===== src/rtl/divider_arbiter.sv =====
// Two-requester round-robin front end sharing one combinational array divider.
// Optional feature macro: DIVIDER_ARBITER_DBZ_CHECK_EN (divide-by-zero short-cut and flag).

module comb_array_divider #(
    parameter int XWIDTH = 8,
    parameter int YWIDTH = 4
) (
    input  logic [XWIDTH-1:0] x,
    input  logic [YWIDTH-1:0] y,
    output logic [XWIDTH-1:0] q,
    output logic [YWIDTH:0]   r
);
    // Restoring division, one stage per quotient bit, MSB first. A partial
    // remainder is always below y, so YWIDTH bits carry it between stages.
    for (genvar gi = 0; gi < XWIDTH; gi++) begin : g_stage
        logic [YWIDTH-1:0] rem_in;
        logic [YWIDTH-1:0] rem_out;
        logic [YWIDTH:0]   trial;
        logic              fits;

        if (gi == 0) begin : g_first
            assign rem_in = '0;
        end else begin : g_next
            assign rem_in = g_stage[gi-1].rem_out;
        end

        assign trial   = {rem_in, x[XWIDTH-1-gi]};
        assign fits    = (trial >= {1'b0, y});
        assign q[XWIDTH-1-gi] = fits;
        assign rem_out = fits ? YWIDTH'(trial - {1'b0, y}) : trial[YWIDTH-1:0];
    end

    assign r = {1'b0, g_stage[XWIDTH-1].rem_out};
endmodule

module divider_arbiter #(
    parameter int XWIDTH = 8,
    parameter int YWIDTH = 4,
    parameter int SETTLE = 2
) (
    input  logic              clk,
    input  logic              rst_n,
    input  logic              req0_valid,
    output logic              req0_ready,
    input  logic [XWIDTH-1:0] req0_x,
    input  logic [YWIDTH-1:0] req0_y,
    input  logic              req1_valid,
    output logic              req1_ready,
    input  logic [XWIDTH-1:0] req1_x,
    input  logic [YWIDTH-1:0] req1_y,
    output logic              rsp_valid,
    input  logic              rsp_ready,
    output logic              rsp_id,
    output logic [XWIDTH-1:0] rsp_q,
    output logic [YWIDTH:0]   rsp_r,
    output logic              rsp_dbz
);
    typedef enum logic [1:0] {ST_IDLE, ST_SETTLE, ST_DONE} state_t;

    localparam logic [3:0] CNT_LOAD = 4'(SETTLE - 1);

    state_t            state_q, state_d;
    logic [3:0]        cnt_q, cnt_d;
    logic              rr_q, rr_d;
    logic [XWIDTH-1:0] x_q, x_d;
    logic [YWIDTH-1:0] y_q, y_d;
    logic              id_q, id_d;
    logic              rsp_valid_q, rsp_valid_d;
    logic              rsp_id_q, rsp_id_d;
    logic [XWIDTH-1:0] rsp_q_q, rsp_q_d;
    logic [YWIDTH:0]   rsp_r_q, rsp_r_d;
`ifdef DIVIDER_ARBITER_DBZ_CHECK_EN
    logic              rsp_dbz_q, rsp_dbz_d;
`endif

    logic              grant0, grant1;
    logic [XWIDTH-1:0] sel_x;
    logic [YWIDTH-1:0] sel_y;
    logic [XWIDTH-1:0] div_q;
    logic [YWIDTH:0]   div_r;

    comb_array_divider #(.XWIDTH(XWIDTH), .YWIDTH(YWIDTH)) u_div (
        .x (x_q),
        .y (y_q),
        .q (div_q),
        .r (div_r)
    );

    // rr_q set means requester 1 holds priority on a tie.
    always_comb begin
        grant0 = 1'b0;
        grant1 = 1'b0;
        if (rst_n && state_q == ST_IDLE) begin
            if (req0_valid && (!req1_valid || !rr_q)) begin
                grant0 = 1'b1;
            end else if (req1_valid) begin
                grant1 = 1'b1;
            end
        end
    end

    assign sel_x = grant1 ? req1_x : req0_x;
    assign sel_y = grant1 ? req1_y : req0_y;

    always_comb begin
        state_d     = state_q;
        cnt_d       = cnt_q;
        rr_d        = rr_q;
        x_d         = x_q;
        y_d         = y_q;
        id_d        = id_q;
        rsp_valid_d = rsp_valid_q;
        rsp_id_d    = rsp_id_q;
        rsp_q_d     = rsp_q_q;
        rsp_r_d     = rsp_r_q;
`ifdef DIVIDER_ARBITER_DBZ_CHECK_EN
        rsp_dbz_d   = rsp_dbz_q;
`endif
        case (state_q)
            ST_IDLE: begin
                if (grant0 || grant1) begin
                    x_d     = sel_x;
                    y_d     = sel_y;
                    id_d    = grant1;
                    rr_d    = !grant1;
                    state_d = ST_SETTLE;
                    cnt_d   = CNT_LOAD;
`ifdef DIVIDER_ARBITER_DBZ_CHECK_EN
                    if (sel_y == '0) begin
                        state_d     = ST_DONE;
                        cnt_d       = '0;
                        rsp_valid_d = 1'b1;
                        rsp_id_d    = grant1;
                        rsp_q_d     = '1;
                        rsp_r_d     = '0;
                        rsp_dbz_d   = 1'b1;
                    end
`endif
                end
            end
            ST_SETTLE: begin
                if (cnt_q == '0) begin
                    state_d     = ST_DONE;
                    rsp_valid_d = 1'b1;
                    rsp_id_d    = id_q;
                    rsp_q_d     = div_q;
                    rsp_r_d     = div_r;
`ifdef DIVIDER_ARBITER_DBZ_CHECK_EN
                    rsp_dbz_d   = 1'b0;
`endif
                end else begin
                    cnt_d = cnt_q - 4'd1;
                end
            end
            ST_DONE: begin
                if (rsp_ready) begin
                    state_d     = ST_IDLE;
                    rsp_valid_d = 1'b0;
                end
            end
            default: state_d = ST_IDLE;
        endcase
    end

    always_ff @(posedge clk) begin
        if (!rst_n) begin
            state_q     <= ST_IDLE;
            cnt_q       <= '0;
            rr_q        <= 1'b0;
            x_q         <= '0;
            y_q         <= '0;
            id_q        <= 1'b0;
            rsp_valid_q <= 1'b0;
            rsp_id_q    <= 1'b0;
            rsp_q_q     <= '0;
            rsp_r_q     <= '0;
`ifdef DIVIDER_ARBITER_DBZ_CHECK_EN
            rsp_dbz_q   <= 1'b0;
`endif
        end else begin
            state_q     <= state_d;
            cnt_q       <= cnt_d;
            rr_q        <= rr_d;
            x_q         <= x_d;
            y_q         <= y_d;
            id_q        <= id_d;
            rsp_valid_q <= rsp_valid_d;
            rsp_id_q    <= rsp_id_d;
            rsp_q_q     <= rsp_q_d;
            rsp_r_q     <= rsp_r_d;
`ifdef DIVIDER_ARBITER_DBZ_CHECK_EN
            rsp_dbz_q   <= rsp_dbz_d;
`endif
        end
    end

    assign req0_ready = grant0;
    assign req1_ready = grant1;
    assign rsp_valid  = rsp_valid_q;
    assign rsp_id     = rsp_id_q;
    assign rsp_q      = rsp_q_q;
    assign rsp_r      = rsp_r_q;
`ifdef DIVIDER_ARBITER_DBZ_CHECK_EN
    assign rsp_dbz    = rsp_dbz_q;
`else
    assign rsp_dbz    = 1'b0;
`endif
endmodule

===== config.mk =====
export PLATFORM = sky130hd
export DESIGN_NAME = divider_arbiter
export DESIGN_NICKNAME = d
export VERILOG_FILES = /design/src/rtl/divider_arbiter.sv
export SDC_FILE = /design/constraint.sdc
export NUM_CORES = 1
export LEC_CHECK = 0
export ABC_AREA = 0
export BUFFER_PORTS_ARGS = -buffer_cell sky130_fd_sc_hd__buf_2
export CORE_MARGIN = 2
export CORE_UTILIZATION = 52
export DETAILED_ROUTE_END_ITERATION = 6
export GPL_TIMING_DRIVEN = 0
export PLACE_DENSITY_LB_ADDON = 0.05
export SLEW_MARGIN = 20
export SYNTH_ARGS = -nofsm -noshare
export SYNTH_HDL_FRONTEND = slang
export SYNTH_SLANG_ARGS = --single-unit

===== constraint.sdc =====
create_clock -name clk -period 12 [get_ports clk]
set_input_delay 0.6 -clock clk [delete_from_list [all_inputs] [get_ports clk]]
set_output_delay 0.6 -clock clk [all_outputs]
set_load 0.005 [all_outputs]

After elaboration in Yosys (flattened, before gate mapping):

Cells that the tools add are included.

* $add $sub $neg: 9
* $lt $le $gt $ge: 8
* equal/unequal tests: 6
* muxes and demuxes: 25
* reductions and logical operators: 16

Operators with widths (count)
* 4-bit 2-to-1 mux: 11
* 5-bit by 4-bit >= comparator with 1-bit output: 7
* 4-bit subtractor: 7
* 3-bit AND reduction: 3
* 8-bit 2-to-1 mux: 1
* 4-bit case mux with 2 select lines: 1
* 1-bit 2-to-1 mux: 7
* 2-bit 2-to-1 mux: 3
* 2-bit inequality test (second input constant): 3
* 2-bit case mux with 3 select lines: 1
* 1-bit by 4-bit >= comparator with 1-bit output: 1
* 4-bit zero test: 1
* 2-bit AND reduction: 2
* 2-bit nonzero test: 2
* 1-bit by 4-bit subtractor with 4-bit output: 1
* 4-bit by 1-bit subtractor with 4-bit output (second input constant): 1
* 1-bit zero test: 3
* 2-bit by 1-bit equality test with 1-bit output (second input constant): 1
* 2-bit equality test (second input constant): 1
* 1-bit logical AND: 2
* 2-bit zero test: 1
* 1-bit logical OR: 2
* 2-bit by 1-bit inequality test with 1-bit output (second input constant): 1
* 1-bit case mux with 2 select lines: 1

* register bits: 34
* bits of input ports: 29
* logic and storage cells: 74

Depth between registers and ports, before layout:

* depth after elaboration: 16
* depth in mapped cells: 65
* mapped depth without buffers: 63

By module:

Synthesis repeated with hierarchy kept, for this count alone.

* cells, all modules: 458
* area total of the unflattened synthesis: 3762.4 um^2

Modules (own cells, without submodules)
* comb_array_divider: instances 1, cells each 238, area an instance 1905.6 um^2, seq. area each 0.0 um^2
* divider_arbiter: instances 1, cells each 220, area an instance 1856.8 um^2, seq. area each 700.7 um^2

Worst setup path after synthesis:

OpenSTA, ideal clock, no wires.

* path kind: register -> register
* start: register y_q[1]
* end: register rsp_r_q[2] (netlist: rsp_r[2])
* library setup time: 0.078 ns
* arrival time: 11.681 ns
* data required time: 11.922 ns
* setup slack: 0.241 ns
* stages on the path, launching flop included: 60
* path buffers: 2
* clock period less this slack: 11.759 ns
* path through: dfxtp_1 > inv_1 > ha_1 > or2b_1 > a32o_1 > inv_1 > ha_1 > inv_1 > o21ai_1 > a211o_1 > buf_6 > mux2_2 > ha_1 > a41o_1 > a31oi_1 > and2b_1 > o211ai_4 > o21ai_0 > (+24 left out) > a21oi_1 > ha_1 > o21ai_0 > nand2b_1 > a21o_1 > a21oi_1 > and2_1 > o221ai_1 > o22ai_4 > mux2i_1 > ha_1 > o21ai_0 > nand2b_1 > a21o_1 > a21oi_1 > o2111ai_4 > and3_1 > nor3_1

* word-level cells in the longest chain between the ends: 16

RTL lines
* start, declared: RTL line 66 `logic [YWIDTH-1:0] y_q, y_d;`
* start signal, assigned: RTL line 185 `y_q <= y_d;`
* 1-bit by 4-bit subtractor with 4-bit output or 1-bit by 4-bit >= comparator with 1-bit output (tied branches): RTL line 30, 28
* 4-bit 2-to-1 mux: RTL line 30 `assign rem_out = fits ? YWIDTH'(trial - {1'b0, y}) : trial[YWIDTH-1:0];`
* 4-bit subtractor or 5-bit by 4-bit >= comparator with 1-bit output (tied branches): RTL line 30, 28
* 4-bit 2-to-1 mux: RTL line 30
* 4-bit subtractor or 5-bit by 4-bit >= comparator with 1-bit output (tied branches): RTL line 30, 28
* 4-bit 2-to-1 mux: RTL line 30
* 5-bit by 4-bit >= comparator with 1-bit output or 4-bit subtractor (tied branches): RTL line 28, 30
* 4-bit 2-to-1 mux: RTL line 30
* 4-bit subtractor or 5-bit by 4-bit >= comparator with 1-bit output (tied branches): RTL line 30, 28
* 4-bit 2-to-1 mux: RTL line 30
* 4-bit subtractor or 5-bit by 4-bit >= comparator with 1-bit output (tied branches): RTL line 30, 28
* 4-bit 2-to-1 mux: RTL line 30
* 5-bit by 4-bit >= comparator with 1-bit output or 4-bit subtractor (tied branches): RTL line 28, 30
* 4-bit 2-to-1 mux: RTL line 30
* 4-bit subtractor or 5-bit by 4-bit >= comparator with 1-bit output (tied branches): RTL line 30, 28
* 4-bit 2-to-1 mux (*): RTL line 30
* end signal, assigned: RTL line 190 `rsp_r_q <= rsp_r_d;`
* end, declared: RTL line 71 `logic [YWIDTH:0] rsp_r_q, rsp_r_d;`

Mark *: on every way between the ends. The rest lies on a longest branch, timed or not.
A chain may end at the register's enable or synchronous reset.

Worst setup path after layout:

* start: register x_q[7]
* end: register rsp_r_q[2] (netlist: rsp_r[2])

* word-level cells in the longest chain between the ends: 16

RTL lines
* start, declared: RTL line 65 `logic [XWIDTH-1:0] x_q, x_d;`
* start signal, assigned: RTL line 170 `x_q <= '0;`
* start signal, assigned: RTL line 184 `x_q <= x_d;`
* 1-bit by 4-bit subtractor with 4-bit output or 1-bit by 4-bit >= comparator with 1-bit output (tied branches): RTL line 30, 28
* 4-bit 2-to-1 mux (*): RTL line 30
* 4-bit subtractor or 5-bit by 4-bit >= comparator with 1-bit output (tied branches): RTL line 30, 28
* 4-bit 2-to-1 mux (*): RTL line 30
* 4-bit subtractor or 5-bit by 4-bit >= comparator with 1-bit output (tied branches): RTL line 30, 28
* 4-bit 2-to-1 mux (*): RTL line 30
* 4-bit subtractor or 5-bit by 4-bit >= comparator with 1-bit output (tied branches): RTL line 30, 28
* 4-bit 2-to-1 mux (*): RTL line 30
* 5-bit by 4-bit >= comparator with 1-bit output or 4-bit subtractor (tied branches): RTL line 28, 30
* 4-bit 2-to-1 mux (*): RTL line 30
* 4-bit subtractor or 5-bit by 4-bit >= comparator with 1-bit output (tied branches): RTL line 30, 28
* 4-bit 2-to-1 mux (*): RTL line 30
* 5-bit by 4-bit >= comparator with 1-bit output or 4-bit subtractor (tied branches): RTL line 28, 30
* 4-bit 2-to-1 mux (*): RTL line 30
* 4-bit subtractor or 5-bit by 4-bit >= comparator with 1-bit output (tied branches): RTL line 30, 28
* 4-bit 2-to-1 mux (*): RTL line 30

Marks and branches as above.

==> flow_summary.yaml <==
worst_setup_path:
  worst-path-stages: 61
  crit_path_end_kind: "register"
  worstSetupPathType: "register to register"
  cp_max_fo: 10
  crit_family: "compound AO/OA/AOI/OAI gates"
  critPathSlowestCell: "or3b_2"
  reg2regPathDepth: 61
  critPathBufInv: 8
  critPathArrivalTime_ns: 11.65
  max_stage_delay_ns: 0.45
  start_kind: "register"
  cpMostUsedCell: "ha_1"
  cp_data_required_time_ns: 12.21
clock_tree:
  cts.sinks: 34
  cts_hold_buffers: 0
  clk_latency_ns: 0.29
  cts_made_buffers: 5
  ctsHtreeMaxLevel: 2
  path_clk_slew_ns: 0.07
  cts_tree: "done"
  clock-root-buffer: "clkbuf_8"
  cts_buffer_depth: 2
detailed_routing:
  finalWirelength_microns: 8907
  drt_first_pass_iters: 6
  ant_nets: 0
  routedWlPerCell_microns: 17.03
  drc: 0
  num_vias: 3091
  drt_iter0_markers: 208
  vias_per_cell: 5.910
sta:
  clock_skew_ns: 0.007697
  setup_violations: 0
  relSlewSlack: 0.5074
  hold_violations: 0
  min_period_ns: 11.44
  period_share: 0.9532
  final_max_slew_viol_count: 0
  max_freq_mhz: 87.42
  fin_setup_tns_ns: 0
  layout_setup_ws_ns: 0.5616
  tightest_slew_ns: 0.7373
global_routing:
  global_route.usage.total: 0.2636
  grt_max_degree: 13
  grt_pass1_vias: 2741
  grt_pass1_wl_microns: 13180
  grt-ovfl-total: 0
  antenna_found_initial: 0
place:
  numPortBuffers: 44
  place_congestion: 0.8586
  dp.cells: 492
  hpwl_microns: 6167
  post-place-ws_ns: -1.797
synthesis:
  synth-seq-cells: 34
  synth_area_sq_um: 3110
  synth.distinct_cells: 70
  async_flop_share: 0
  synth_ff_type: "dfxtp_1"
  synth_edf_count: 0
  syn_area_per_cell_sq_um: 8.362
  syn_inst: 372
  yosysSeqAreaShare: 0.2188
  yosys_warnings: 0
finish:
  finalNonFillerCells: 523
  fillCellCount: 494
  area_delta_synth_final_pct: 25.46
  drive_above_1_share: 0.2813
  diodes: 0
  nNetsFinal: 516
  fin_util: 0.6670
die:
  io-pin-count: 47
  core_area_sq_um: 5851
  die_h_microns: 81.34
  num_rows: 28
  fp.dieArea_sq_um: 6616
  dieWidth_microns: 81.34
  start_util: 0.5317
outcome:
  status: "complete, no violations"
worst_hold_path:
  holdPathStages: 2
  min-delay-path-class: "register to register"
job:
  maxCapViolations: 0
[cell type report]
cell class | count | area, sq um | area share
plain buffers | 15 | 71.32 | 0.01828
clock inverters | 1 | 30.03 | 0.007695
flip-flops and latches | 34 | 688.2 | 0.1763
inverters | 30 | 116.4 | 0.02982
clock buffers | 6 | 82.58 | 0.02116
multi-input cells | 293 | 2412 | 0.6181
repair buffers | 69 | 407.9 | 0.1045
well taps | 75 | 93.84 | 0.02405
[stage by stage]
stage	cell area [sq um]	hold slack (ns)
5_1_grt	3902	0.4778
6_report	3902	0.4536
2_1_floorplan	3114	0.4320
3_3_place_gp	3428	0.4408
3_5_place_dp	3428	0.4410
4_1_cts	3690	0.4482
[metal layers]
layer,wire [microns],track usage,vias to the layer above
met2,4105,0.4205,99
met1,4259,0.3645,1481
li1,-,-,1507
met4,41,0.06271,0
met5,0,0,-
met3,500,0.05333,4
[what timing repair did]
item / in CTS / in global routing
endpoints found under the setup margin: 6 / 5
pin swaps: 4 / 14
buffers inserted: 8 / 17
resized for setup: 21 / 17
[path summary, 6_finish.rpt]
kind	from	slack [ns]	end
setup / recovery	x_q[7]	0.56	rsp_r[2]
hold / removal	id_q	0.45	rsp_id
hold reg to reg	id_q	0.45	rsp_id
setup reg to reg	x_q[7]	0.56	rsp_r[2]
[flip-flops by register name (all words and copies together), names as in the netlist]
signal / count
rsp_r: 4
x_q: 8
rsp_id: 1
rr_q: 1
cnt_q: 4
id_q: 1
rsp_valid: 1
y_q: 4
state_q: 2
rsp_q: 8
[placed cells by master (no fill, tap or decap), types with 5 or more instances in the layout]
master,n
nor3_1,7
dfxtp_1,32
a222oi_1,11
o21a_1,7
mux2i_1,7
nor2_1,37
xnor2_1,7
nand2_1,22
clkbuf_8,6
ha_1,30
a21oi_1,20
xor2_1,6
inv_1,27
buf_2,44
a21o_1,10
nand2b_1,6
fa_1,7
nor2b_1,5
nand3_1,7
buf_4,27
a21oi_2,5
o21ai_0,20
clkbuf_1,12
[synth_stat cells (all sizes together) (3+ instances only)]
| library cell | number | area [sq um] |
|---|---|---|
| ha | 32 | 400.4 |
| o221a | 3 | 42.54 |
| nand3b | 3 | 22.52 |
| and2 | 5 | 33.78 |
| xor2 | 6 | 52.55 |
| inv | 30 | 112.6 |
| fa | 7 | 140.1 |
| buf | 4 | 37.53 |
| nor3 | 7 | 35.03 |
| a21o | 10 | 75.07 |
| nand2b | 6 | 37.54 |
| and3 | 6 | 37.54 |
| nor2b | 6 | 40.04 |
| a21oi | 26 | 130.1 |
| mux2i | 10 | 107.6 |
| o221ai | 3 | 26.28 |
| o21ai | 23 | 115.1 |
| nand3 | 7 | 35.03 |
| o2111ai | 3 | 43.80 |
| nand2 | 22 | 82.58 |
| clkbuf | 12 | 45.04 |
| dfxtp | 34 | 680.7 |
| xnor2 | 7 | 61.31 |
| o21a | 7 | 52.55 |
| or3 | 3 | 23.77 |
| a222oi | 11 | 110.1 |
| nor2 | 41 | 168.9 |
| mux2 | 3 | 33.78 |
[cells by family after synthesis]
kind of cell,Yosys count,synth area share
AND/OR/NAND/NOR,119,0.1991
AO/OA/AOI/OAI,107,0.2623
buffers and inverters,46,0.06275
adder cells (fa/ha/maj),39,0.1738
flip-flops,34,0.2188
XOR/XNOR,13,0.03661
multiplexers,13,0.04546
other,1,0.001206
[tightest hold or removal path, delay by kind of cell (launching register included)]
kind	cells	cell delay, ns
flip-flops	1	0.31
AO/OA/AOI/OAI	1	0.05
AND/OR/NAND/NOR	1	0.05
Power is not shown: default switching activity piles up to over one toggle a cycle in this logic, so the estimate is an artifact.
